===== src/rtl/riscoffee_mem_arbiter_if.sv =====
// Fetch, load/store and RAM-side signals of the shared instruction/data RAM arbiter.
interface riscoffee_mem_arbiter_if;
  logic        I_REQ;
  logic [31:0] I_ADDR;
  logic        I_FLUSH;
  logic        I_GNT;
  logic        I_RVALID;
  logic [31:0] I_RDATA;
  logic        D_REQ;
  logic        D_WE;
  logic [2:0]  D_FUNCT3;
  logic [31:0] D_ADDR;
  logic [31:0] D_WDATA;
  logic        D_GNT;
  logic        D_RVALID;
  logic [31:0] D_RDATA;
  logic        D_ERR;
  logic        M_DSEL;
  logic        M_WE;
  logic [2:0]  M_OP;
  logic [31:0] M_ADDR;
  logic [31:0] M_WDATA;
  logic [31:0] M_RDATA;

  modport slave (
    input  I_REQ, I_ADDR, I_FLUSH, D_REQ, D_WE, D_FUNCT3, D_ADDR, D_WDATA, M_RDATA,
    output I_GNT, I_RVALID, I_RDATA, D_GNT, D_RVALID, D_RDATA, D_ERR,
           M_DSEL, M_WE, M_OP, M_ADDR, M_WDATA
  );

  modport master (
    output I_REQ, I_ADDR, I_FLUSH, D_REQ, D_WE, D_FUNCT3, D_ADDR, D_WDATA, M_RDATA,
    input  I_GNT, I_RVALID, I_RDATA, D_GNT, D_RVALID, D_RDATA, D_ERR,
           M_DSEL, M_WE, M_OP, M_ADDR, M_WDATA
  );
endinterface


===== src/rtl/riscoffee_mem_arbiter.sv =====
// Single-port RAM arbiter between fetch and load/store, with data priority,
// a fetch-starvation guard and load byte/half extraction on the response path.
module riscoffee_mem_arbiter #(
  parameter int ADDR_WIDTH = 20,
  parameter int DATA_WIDTH = 32,
  parameter int MAX_STARVE = 4
) (
  input  logic                    CLK,
  input  logic                    RST_N,
  riscoffee_mem_arbiter_if.slave  bus
);
  localparam int SW = $clog2(MAX_STARVE + 1);
  localparam logic [2:0] OP_W = 3'b010;

  logic [SW-1:0]         r_starve;
  logic                  r_i_pend;
  logic                  r_d_pend;
  logic                  r_d_store;
  logic                  r_d_err;
  logic [2:0]            r_d_f3;
  logic [1:0]            r_d_off;

  logic                  w_illegal;
  logic                  w_misal;
  logic                  w_oor;
  logic                  w_err;
  logic                  w_force;
  logic                  w_ignt;
  logic                  w_dgnt;
  logic                  w_dram;
  logic                  w_store;
  logic                  w_irvalid;
  logic [DATA_WIDTH-1:0] w_ld_data;

  function automatic logic [DATA_WIDTH-1:0] load_ext(input logic [DATA_WIDTH-1:0] word,
                                                     input logic [2:0] f3,
                                                     input logic [1:0] off);
    logic [7:0]  b;
    logic [15:0] h;
    b = word[{off, 3'b000} +: 8];
    h = off[1] ? word[31:16] : word[15:0];
    case (f3)
      3'b000:  load_ext = {{24{b[7]}}, b};
      3'b001:  load_ext = {{16{h[15]}}, h};
      3'b100:  load_ext = {24'd0, b};
      3'b101:  load_ext = {16'd0, h};
      default: load_ext = word;
    endcase
  endfunction

  always_comb begin
    w_illegal = (bus.D_FUNCT3 == 3'b011) || (bus.D_FUNCT3 == 3'b110) ||
                (bus.D_FUNCT3 == 3'b111);
    w_misal   = ((bus.D_FUNCT3[1:0] == 2'b01) && bus.D_ADDR[0]) ||
                ((bus.D_FUNCT3 == 3'b010) && (bus.D_ADDR[1:0] != 2'b00));
    w_oor     = |(bus.D_ADDR >> (ADDR_WIDTH + 2));
    w_err     = w_illegal || w_misal || w_oor;
    w_force   = bus.I_REQ && (r_starve == SW'(MAX_STARVE));
    // An erroring data request never touches the RAM, so fetch may share its cycle.
    w_dgnt    = RST_N && bus.D_REQ && (w_err || !w_force);
    w_ignt    = RST_N && bus.I_REQ && (w_force || !bus.D_REQ || w_err);
    w_dram    = w_dgnt && !w_err;
    w_store   = w_dram && bus.D_WE;
    w_irvalid = r_i_pend && !bus.I_FLUSH;
    w_ld_data = load_ext(bus.M_RDATA, r_d_f3, r_d_off);
  end

  assign bus.I_GNT    = w_ignt;
  assign bus.D_GNT    = w_dgnt;
  assign bus.M_DSEL   = w_dram;
  assign bus.M_WE     = w_store;
  assign bus.M_OP     = w_store ? bus.D_FUNCT3 : OP_W;
  assign bus.M_ADDR   = w_dram ? bus.D_ADDR :
                        (w_ignt ? (bus.I_ADDR & ~32'h3) : 32'd0);
  assign bus.M_WDATA  = w_store ? bus.D_WDATA : 32'd0;

  assign bus.I_RVALID = w_irvalid;
  assign bus.I_RDATA  = w_irvalid ? bus.M_RDATA : 32'd0;
  assign bus.D_RVALID = r_d_pend;
  assign bus.D_ERR    = r_d_pend && r_d_err;
  assign bus.D_RDATA  = (r_d_pend && !r_d_store && !r_d_err) ? w_ld_data : 32'd0;

  // Grant cycle -> response cycle
  always_ff @(posedge CLK or negedge RST_N) begin
    if (!RST_N) begin
      r_starve  <= '0;
      r_i_pend  <= 1'b0;
      r_d_pend  <= 1'b0;
      r_d_store <= 1'b0;
      r_d_err   <= 1'b0;
      r_d_f3    <= 3'b000;
      r_d_off   <= 2'b00;
    end else begin
      r_i_pend  <= w_ignt && !bus.I_FLUSH;
      r_d_pend  <= w_dgnt;
      r_d_store <= w_store;
      r_d_err   <= w_dgnt && w_err;
      r_d_f3    <= bus.D_FUNCT3;
      r_d_off   <= bus.D_ADDR[1:0];
      if (bus.I_REQ && !w_ignt) begin
        if (r_starve != SW'(MAX_STARVE)) r_starve <= r_starve + 1'b1;
      end else begin
        r_starve <= '0;
      end
    end
  end
endmodule


===== src/flat_wrapper.sv =====
// flat-port wrapper written by rule: the top's interface ports become plain ports
module riscoffee_mem_arbiter_flat 
#(
  parameter int ADDR_WIDTH = 20,
  parameter int DATA_WIDTH = 32,
  parameter int MAX_STARVE = 4
)
  (CLK, RST_N, bus_I_REQ, bus_I_ADDR, bus_I_FLUSH, bus_D_REQ, bus_D_WE, bus_D_FUNCT3, bus_D_ADDR, bus_D_WDATA, bus_M_RDATA, bus_I_GNT, bus_I_RVALID, bus_I_RDATA, bus_D_GNT, bus_D_RVALID, bus_D_RDATA, bus_D_ERR, bus_M_DSEL, bus_M_WE, bus_M_OP, bus_M_ADDR, bus_M_WDATA);
  riscoffee_mem_arbiter_if bus_i ();
  input  logic CLK;
  input  logic RST_N;
  input wire logic [$bits(bus_i.I_REQ)-1:0] bus_I_REQ;
  input wire logic [$bits(bus_i.I_ADDR)-1:0] bus_I_ADDR;
  input wire logic [$bits(bus_i.I_FLUSH)-1:0] bus_I_FLUSH;
  input wire logic [$bits(bus_i.D_REQ)-1:0] bus_D_REQ;
  input wire logic [$bits(bus_i.D_WE)-1:0] bus_D_WE;
  input wire logic [$bits(bus_i.D_FUNCT3)-1:0] bus_D_FUNCT3;
  input wire logic [$bits(bus_i.D_ADDR)-1:0] bus_D_ADDR;
  input wire logic [$bits(bus_i.D_WDATA)-1:0] bus_D_WDATA;
  input wire logic [$bits(bus_i.M_RDATA)-1:0] bus_M_RDATA;
  output wire logic [$bits(bus_i.I_GNT)-1:0] bus_I_GNT;
  output wire logic [$bits(bus_i.I_RVALID)-1:0] bus_I_RVALID;
  output wire logic [$bits(bus_i.I_RDATA)-1:0] bus_I_RDATA;
  output wire logic [$bits(bus_i.D_GNT)-1:0] bus_D_GNT;
  output wire logic [$bits(bus_i.D_RVALID)-1:0] bus_D_RVALID;
  output wire logic [$bits(bus_i.D_RDATA)-1:0] bus_D_RDATA;
  output wire logic [$bits(bus_i.D_ERR)-1:0] bus_D_ERR;
  output wire logic [$bits(bus_i.M_DSEL)-1:0] bus_M_DSEL;
  output wire logic [$bits(bus_i.M_WE)-1:0] bus_M_WE;
  output wire logic [$bits(bus_i.M_OP)-1:0] bus_M_OP;
  output wire logic [$bits(bus_i.M_ADDR)-1:0] bus_M_ADDR;
  output wire logic [$bits(bus_i.M_WDATA)-1:0] bus_M_WDATA;
  assign bus_i.I_REQ = bus_I_REQ;
  assign bus_i.I_ADDR = bus_I_ADDR;
  assign bus_i.I_FLUSH = bus_I_FLUSH;
  assign bus_i.D_REQ = bus_D_REQ;
  assign bus_i.D_WE = bus_D_WE;
  assign bus_i.D_FUNCT3 = bus_D_FUNCT3;
  assign bus_i.D_ADDR = bus_D_ADDR;
  assign bus_i.D_WDATA = bus_D_WDATA;
  assign bus_i.M_RDATA = bus_M_RDATA;
  assign bus_I_GNT = bus_i.I_GNT;
  assign bus_I_RVALID = bus_i.I_RVALID;
  assign bus_I_RDATA = bus_i.I_RDATA;
  assign bus_D_GNT = bus_i.D_GNT;
  assign bus_D_RVALID = bus_i.D_RVALID;
  assign bus_D_RDATA = bus_i.D_RDATA;
  assign bus_D_ERR = bus_i.D_ERR;
  assign bus_M_DSEL = bus_i.M_DSEL;
  assign bus_M_WE = bus_i.M_WE;
  assign bus_M_OP = bus_i.M_OP;
  assign bus_M_ADDR = bus_i.M_ADDR;
  assign bus_M_WDATA = bus_i.M_WDATA;
  riscoffee_mem_arbiter #(.ADDR_WIDTH(ADDR_WIDTH), .DATA_WIDTH(DATA_WIDTH), .MAX_STARVE(MAX_STARVE)) u_core (.CLK(CLK), .RST_N(RST_N), .bus(bus_i));
endmodule

===== config.mk =====
export PLATFORM = sky130hd
export DESIGN_NAME = riscoffee_mem_arbiter_flat
export DESIGN_NICKNAME = d
export VERILOG_FILES = /design/src/rtl/riscoffee_mem_arbiter_if.sv /design/src/rtl/riscoffee_mem_arbiter.sv /design/src/flat_wrapper.sv
export SDC_FILE = /design/constraint.sdc
export NUM_CORES = 1
export LEC_CHECK = 0
export BUFFER_PORTS_ARGS = -buffer_cell sky130_fd_sc_hd__buf_2
export CORE_AREA = 4 4 105 107
export CTS_BUF_LIST = sky130_fd_sc_hd__clkbuf_16
export DETAILED_ROUTE_END_ITERATION = 6
export DIE_AREA = 0 0 109 111
export HOLD_SLACK_MARGIN = 0.08
export SLEW_MARGIN = 10
export SYNTH_ARGS = -nofsm -noshare
export SYNTH_HDL_FRONTEND = slang
export SYNTH_SLANG_ARGS = --single-unit

===== constraint.sdc =====
create_clock -name CLK -period 4 [get_ports CLK]
set_input_delay 0.2 -clock CLK [delete_from_list [all_inputs] [get_ports CLK]]
set_output_delay 0.2 -clock CLK [all_outputs]
set_load 0.05 [all_outputs]

=== Word-level counts from Yosys, hierarchy flattened ===
Cells that the tools add are included.
W data, S select, Z words.

* Add/sub/neg operators: 1
* Multiplexer cells: 10
* Shift operators: 1
* Equal/unequal tests: 11
* Reductions and logical operators: 34

{| class="wikitable"
|+ Operators by type and width
! operator !! count
|-
| $mux W32 || 5
|-
| $pmux W32 S4 || 1
|-
| $shiftx A32 B6 Y8 || 1
|-
| $logic_and A1 B1 Y1 || 16
|-
| $mux W16 || 1
|-
| $eq A3 B3 Y1 const B || 5
|-
| $reduce_or A10 Y1 || 1
|-
| $mux W3 || 3
|-
| $logic_or A1 B1 Y1 || 8
|-
| $logic_not A1 Y1 || 7
|-
| $eq A3 B2 Y1 const B || 2
|-
| $add A3 B1 Y3 const B || 1
|-
| $eq A3 B1 Y1 const B || 1
|-
| $logic_not A3 Y1 || 1
|-
| $ne A3 B3 Y1 const B || 1
|-
| $eq A2 B1 Y1 const B || 1
|-
| $ne A2 B2 Y1 const B || 1
|-
| $reduce_bool A2 Y1 || 1
|}

* Output and inout bits: 138
* Register bits after elaboration: 12
* Word-level logic and storage cells: 64

=== Depth between registers and ports, before layout ===
* Depth in word-level cells: 10
* Gate-level depth with buffers: 8
* Gate-level depth less buffers: 6

=== Least setup slack after synthesis ===
Ideal clock, no wire load.

* Path kind: flip-flop to output port
* Start point: reg u_core.r_d_pend, in the netlist u_core.bus.D_RVALID
* End point: out bus_D_RDATA[7]
* Path buffers: 1
* Required time: 3.800 ns
* Data arrival time: 2.717 ns
* Cell stages (with the launch flop): 4
* Slack: 1.083 ns
* Cells stage by stage: dfrtp_1 -> or3b_1 -> buf_6 -> nor4_1

* Word-level cells in the longest chain between the ends: 3

{| class="wikitable"
|+ RTL lines
! what !! RTL line !! text
|-
| start: declaration || riscoffee_mem_arbiter.sv:17 || <nowiki>logic r_d_pend;</nowiki>
|-
| start signal: assignment || riscoffee_mem_arbiter.sv:95 || <nowiki>r_d_pend <= w_dgnt;</nowiki>
|-
| $logic_and A1 B1 Y1 (2 in series) || riscoffee_mem_arbiter.sv:81 || <nowiki>assign bus.D_RDATA = (r_d_pend && !r_d_store && !r_d_err) ? w_ld_data : 32'd0;</nowiki>
|-
| $mux W32 || riscoffee_mem_arbiter.sv:81 ||
|-
| end: declaration || flat_wrapper.sv:26 || <nowiki>output wire logic [$bits(bus_i.D_RDATA)-1:0] bus_D_RDATA;</nowiki>
|}

No other way between the ends.

=== Final worst setup path ===
* Start point: in RST_N
* End point: out bus_M_ADDR[14]

* Word-level cells in the longest chain between the ends: 4
* Elaborated cells on any way between the ends: 7

{| class="wikitable"
|+ RTL lines
! what !! RTL line !! text
|-
| start: declaration || flat_wrapper.sv:11 || <nowiki>input logic RST_N;</nowiki>
|-
| $logic_and A1 B1 Y1, on equally long branches (2 in series) || riscoffee_mem_arbiter.sv:61, riscoffee_mem_arbiter.sv:60 ||
|-
| $mux W32 or $logic_and A1 B1 Y1 (tied branches) || riscoffee_mem_arbiter.sv:74, riscoffee_mem_arbiter.sv:62 ||
|-
| $mux W32 * || riscoffee_mem_arbiter.sv:73 || <nowiki>assign bus.M_ADDR = w_dram ? bus.D_ADDR :</nowiki>
|-
| end: declaration || flat_wrapper.sv:31 || <nowiki>output wire logic [$bits(bus_i.M_ADDR)-1:0] bus_M_ADDR;</nowiki>
|}

Mark *: on every way between the ends. The rest lies on a longest branch, timed or not.

==> impl_results.md <==
- Outcome: complete, no violations
- Switching Fraction: 42.5%
- Sequential area share after synthesis: 15.6%
- Die Span Y: 111 microns
- Top Ports: 275
- Post-Syn Area per Cell: 7.37 sq um
- Die width: 109 microns
- Post-synth ARST share: 100%
- EDFF count, synth: 0
- Clock Latency Late Sink: 230 ps
- RSZ-0062 raised after global routing: no
- Synth Flop Type: dfrtp_1
- Core region area: 10100 sq um
- Worst vdd ir: 0.120 mV
- Total track usage: 16.3%
- CTS max path bufs: 2
- Reg2Reg Depth: 6
- Final Max Slew Viols: 0
- Rows: 37
- Data required, critical path: 3800 ps
- Flop pwr share: 22.0%
- Setup TNS Final: 0 ps
- Hold path cells: 1
- CP endpoint kind: primary output
- Via count of the first global-routing pass: 2946
- Via density: 4.59
- CTS Root Cell: clkbuf_16
- Clock power frac: 27.3%
- Fillers: 1128
- Fin. Hold Viols: 0
- Layout cells sized above 1: 56.1%
- Placed insts: 649
- Final Non-Filler Cells: 653
- Initial antenna violation count: 1
- Synth top area share: 26.3%
- Number of CTS-inserted buffers: 3
- Die Area: 12100 sq um
- Top cells by area, synth: and2_1, dfrtp_1, a22o_1
- P_int: 0.000367 W
- Largest area contributor in the netlist: and2_1
- Pleak: 2.23 nW
- Pwr Total: 0.000638 W
- Hold/Removal Path Class: in2reg
- CP max FO: 34
- Net Sw Power: 0.000271 W
- Starting density of the core: 19.0%
- Most frequent cells in the layout: buf_2, and2_1, nand2_1
- Routed WL: 10800 microns
- CP Data Arrival Time: 2700 ps
- Crit start category: primary input
- PortBufs: 272
- Antenna-violating nets left: 0
- Area of the mapped netlist: 1920 sq um
- # clock sinks: 12
- Dpl hpwl: 9360 microns
- First-pass GRT wire length: 15600 microns
- Skew final: 2.88 ps
- Nets@finish: 658
- Slew margin rel.: 23.2%
- GPL Wtd Cong: 0.774
- Largest net degree at the start of global routing: 35
- # diodes: 0
- TritonCTS clock tree: yes
- Worst Hold Slack: 108 ps
- Endpoints failing setup: 0
- Syn Inst Count: 261
- DRC viols: 0
- #FFs+latches synth: 12
- Synth unique cells: 38
- Synthesized Nets: 400
- Min cycle time layout: 2900 ps
- Area Growth Syn to Fin: 80.0%
- Tcrit/Tclk final: 72.6%
- Starting DRC count in detailed routing: 101
- Part of the power in combinational logic: 50.7%
- Most common cell after layout, fill and taps aside: buf_2
- Total grt overflow: 0
- Slew @ Worst Pin: 1150 ps
- Critical path class: in2out
- 1st-pass router iterations: 4
- Clock slew at the register clock pins of the worst setup and hold paths: 40 ps
- Pwr/cell area: 184 nW/um^2
- Htree depth: 1
- Detailed-route via count: 2998
- Max-cap violations: 0
- YS warnings: 0
- F_max: 344 MHz
- Routed WL per cell: 16.5 microns
logic make-up after synthesis:
group / after synthesis / synth area share, %
buffers and inverters: 34 / 7.74
and+or+nand+nor: 135 / 41.4
muxes: 2 / 1.69
adders and majority gates: 2 / 1.30
xor gates and xnor gates: 1 / 0.455
DFF: 12 / 15.6
AOI/OAI and AO/OA: 75 / 31.9
sequential cells by signal, summed over array words and instances (netlist names):
signal	flops
u_core.bus.D_RVALID	1
u_core.r_d_err	1
u_core.r_d_f3	3
u_core.r_d_off	2
u_core.r_d_store	1
u_core.r_i_pend	1
u_core.r_starve	3
stage by stage:
step	area [sq um]	setup WS, ps	utilization (%)
detailed placement	3370	1300	33.3
CTS	3460	1000	34.1
global route	3460	843	34.2
finish	3460	1100	34.2
floorplan	1920	1080	-
global placement	3370	1420	33.3
final timing paths:
kind	start	to	slack, ps
worst max-delay path	RST_N	bus_M_ADDR[14]	1100
worst min-delay path	bus_D_ADDR[1]	u_core.r_d_off[1]	110
worst max register to register	u_core.r_starve[0]	u_core.r_i_pend	1890
worst min register to register	u_core.r_starve[2]	u_core.r_starve[2]	620
max in group asynchronous	RST_N	u_core.r_i_pend	3350
min in group asynchronous	RST_N	u_core.r_starve[0]	410
routing by layer:
| metal | wire length, microns | GRT usage, % |
|---|---|---|
| met3 | 1270 | 4.89 |
| met4 | 72 | 2.02 |
| met5 | 12 | 0 |
| met1 | 4290 | 19.4 |
| met2 | 5160 | 29.0 |
Yosys cell counts, types with 2 or more instances:
master / n
nand2_1: 22
buf_2: 5
nand3_1: 2
o221a_2: 7
a22o_1: 20
nand2b_1: 2
o31a_1: 2
nor2_1: 8
ha_1: 2
nor3_1: 5
and2_1: 81
dfrtp_1: 12
nor2b_1: 2
nor4_1: 3
o21ai_0: 9
inv_1: 12
a21oi_1: 3
clkbuf_1: 14
a21o_1: 16
buf_6: 2
nor3b_1: 3
o32a_1: 6
a221oi_1: 8
worst max-delay path: stages:
cell           delay, ps
dlygate4sd3_1        530
buf_2                300
and2_1               180
o31a_1               900
a22o_1               310
buf_2                270
cell type report:
type / instances / area (sq um) / share of cell area, %
sequential: 12 / 300 / 8.67
clock buffer: 3 / 75.1 / 2.17
multi-input combinational: 215 / 1490 / 42.9
tap: 136 / 170 / 4.91
timing repair buffer: 275 / 1390 / 40.0
inverter: 12 / 45.0 / 1.30
what timing repair did:
| action | in CTS | in global routing |
|---|---|---|
| gates resized for setup | 0 | 0 |
| setup buffers | 0 | 0 |
| hold endpoints to repair | 12 | 0 |
| endpoints found under the setup margin | 0 | 0 |
| hold buffers | 1 | 0 |
power by group through the flow:
stage	Clock [W]	Combinational, W	Sequential (W)
2_1_floorplan	0	0.000204	0.000134
3_3_place_gp	0	0.000319	0.000142
3_5_place_dp	0	0.000323	0.000142
4_1_cts	0.000179	0.000325	0.000140
5_1_grt	0.000188	0.000345	0.000142
6_report	0.000174	0.000323	0.000140
No activity file was read; power rests on OpenSTA's default activity.
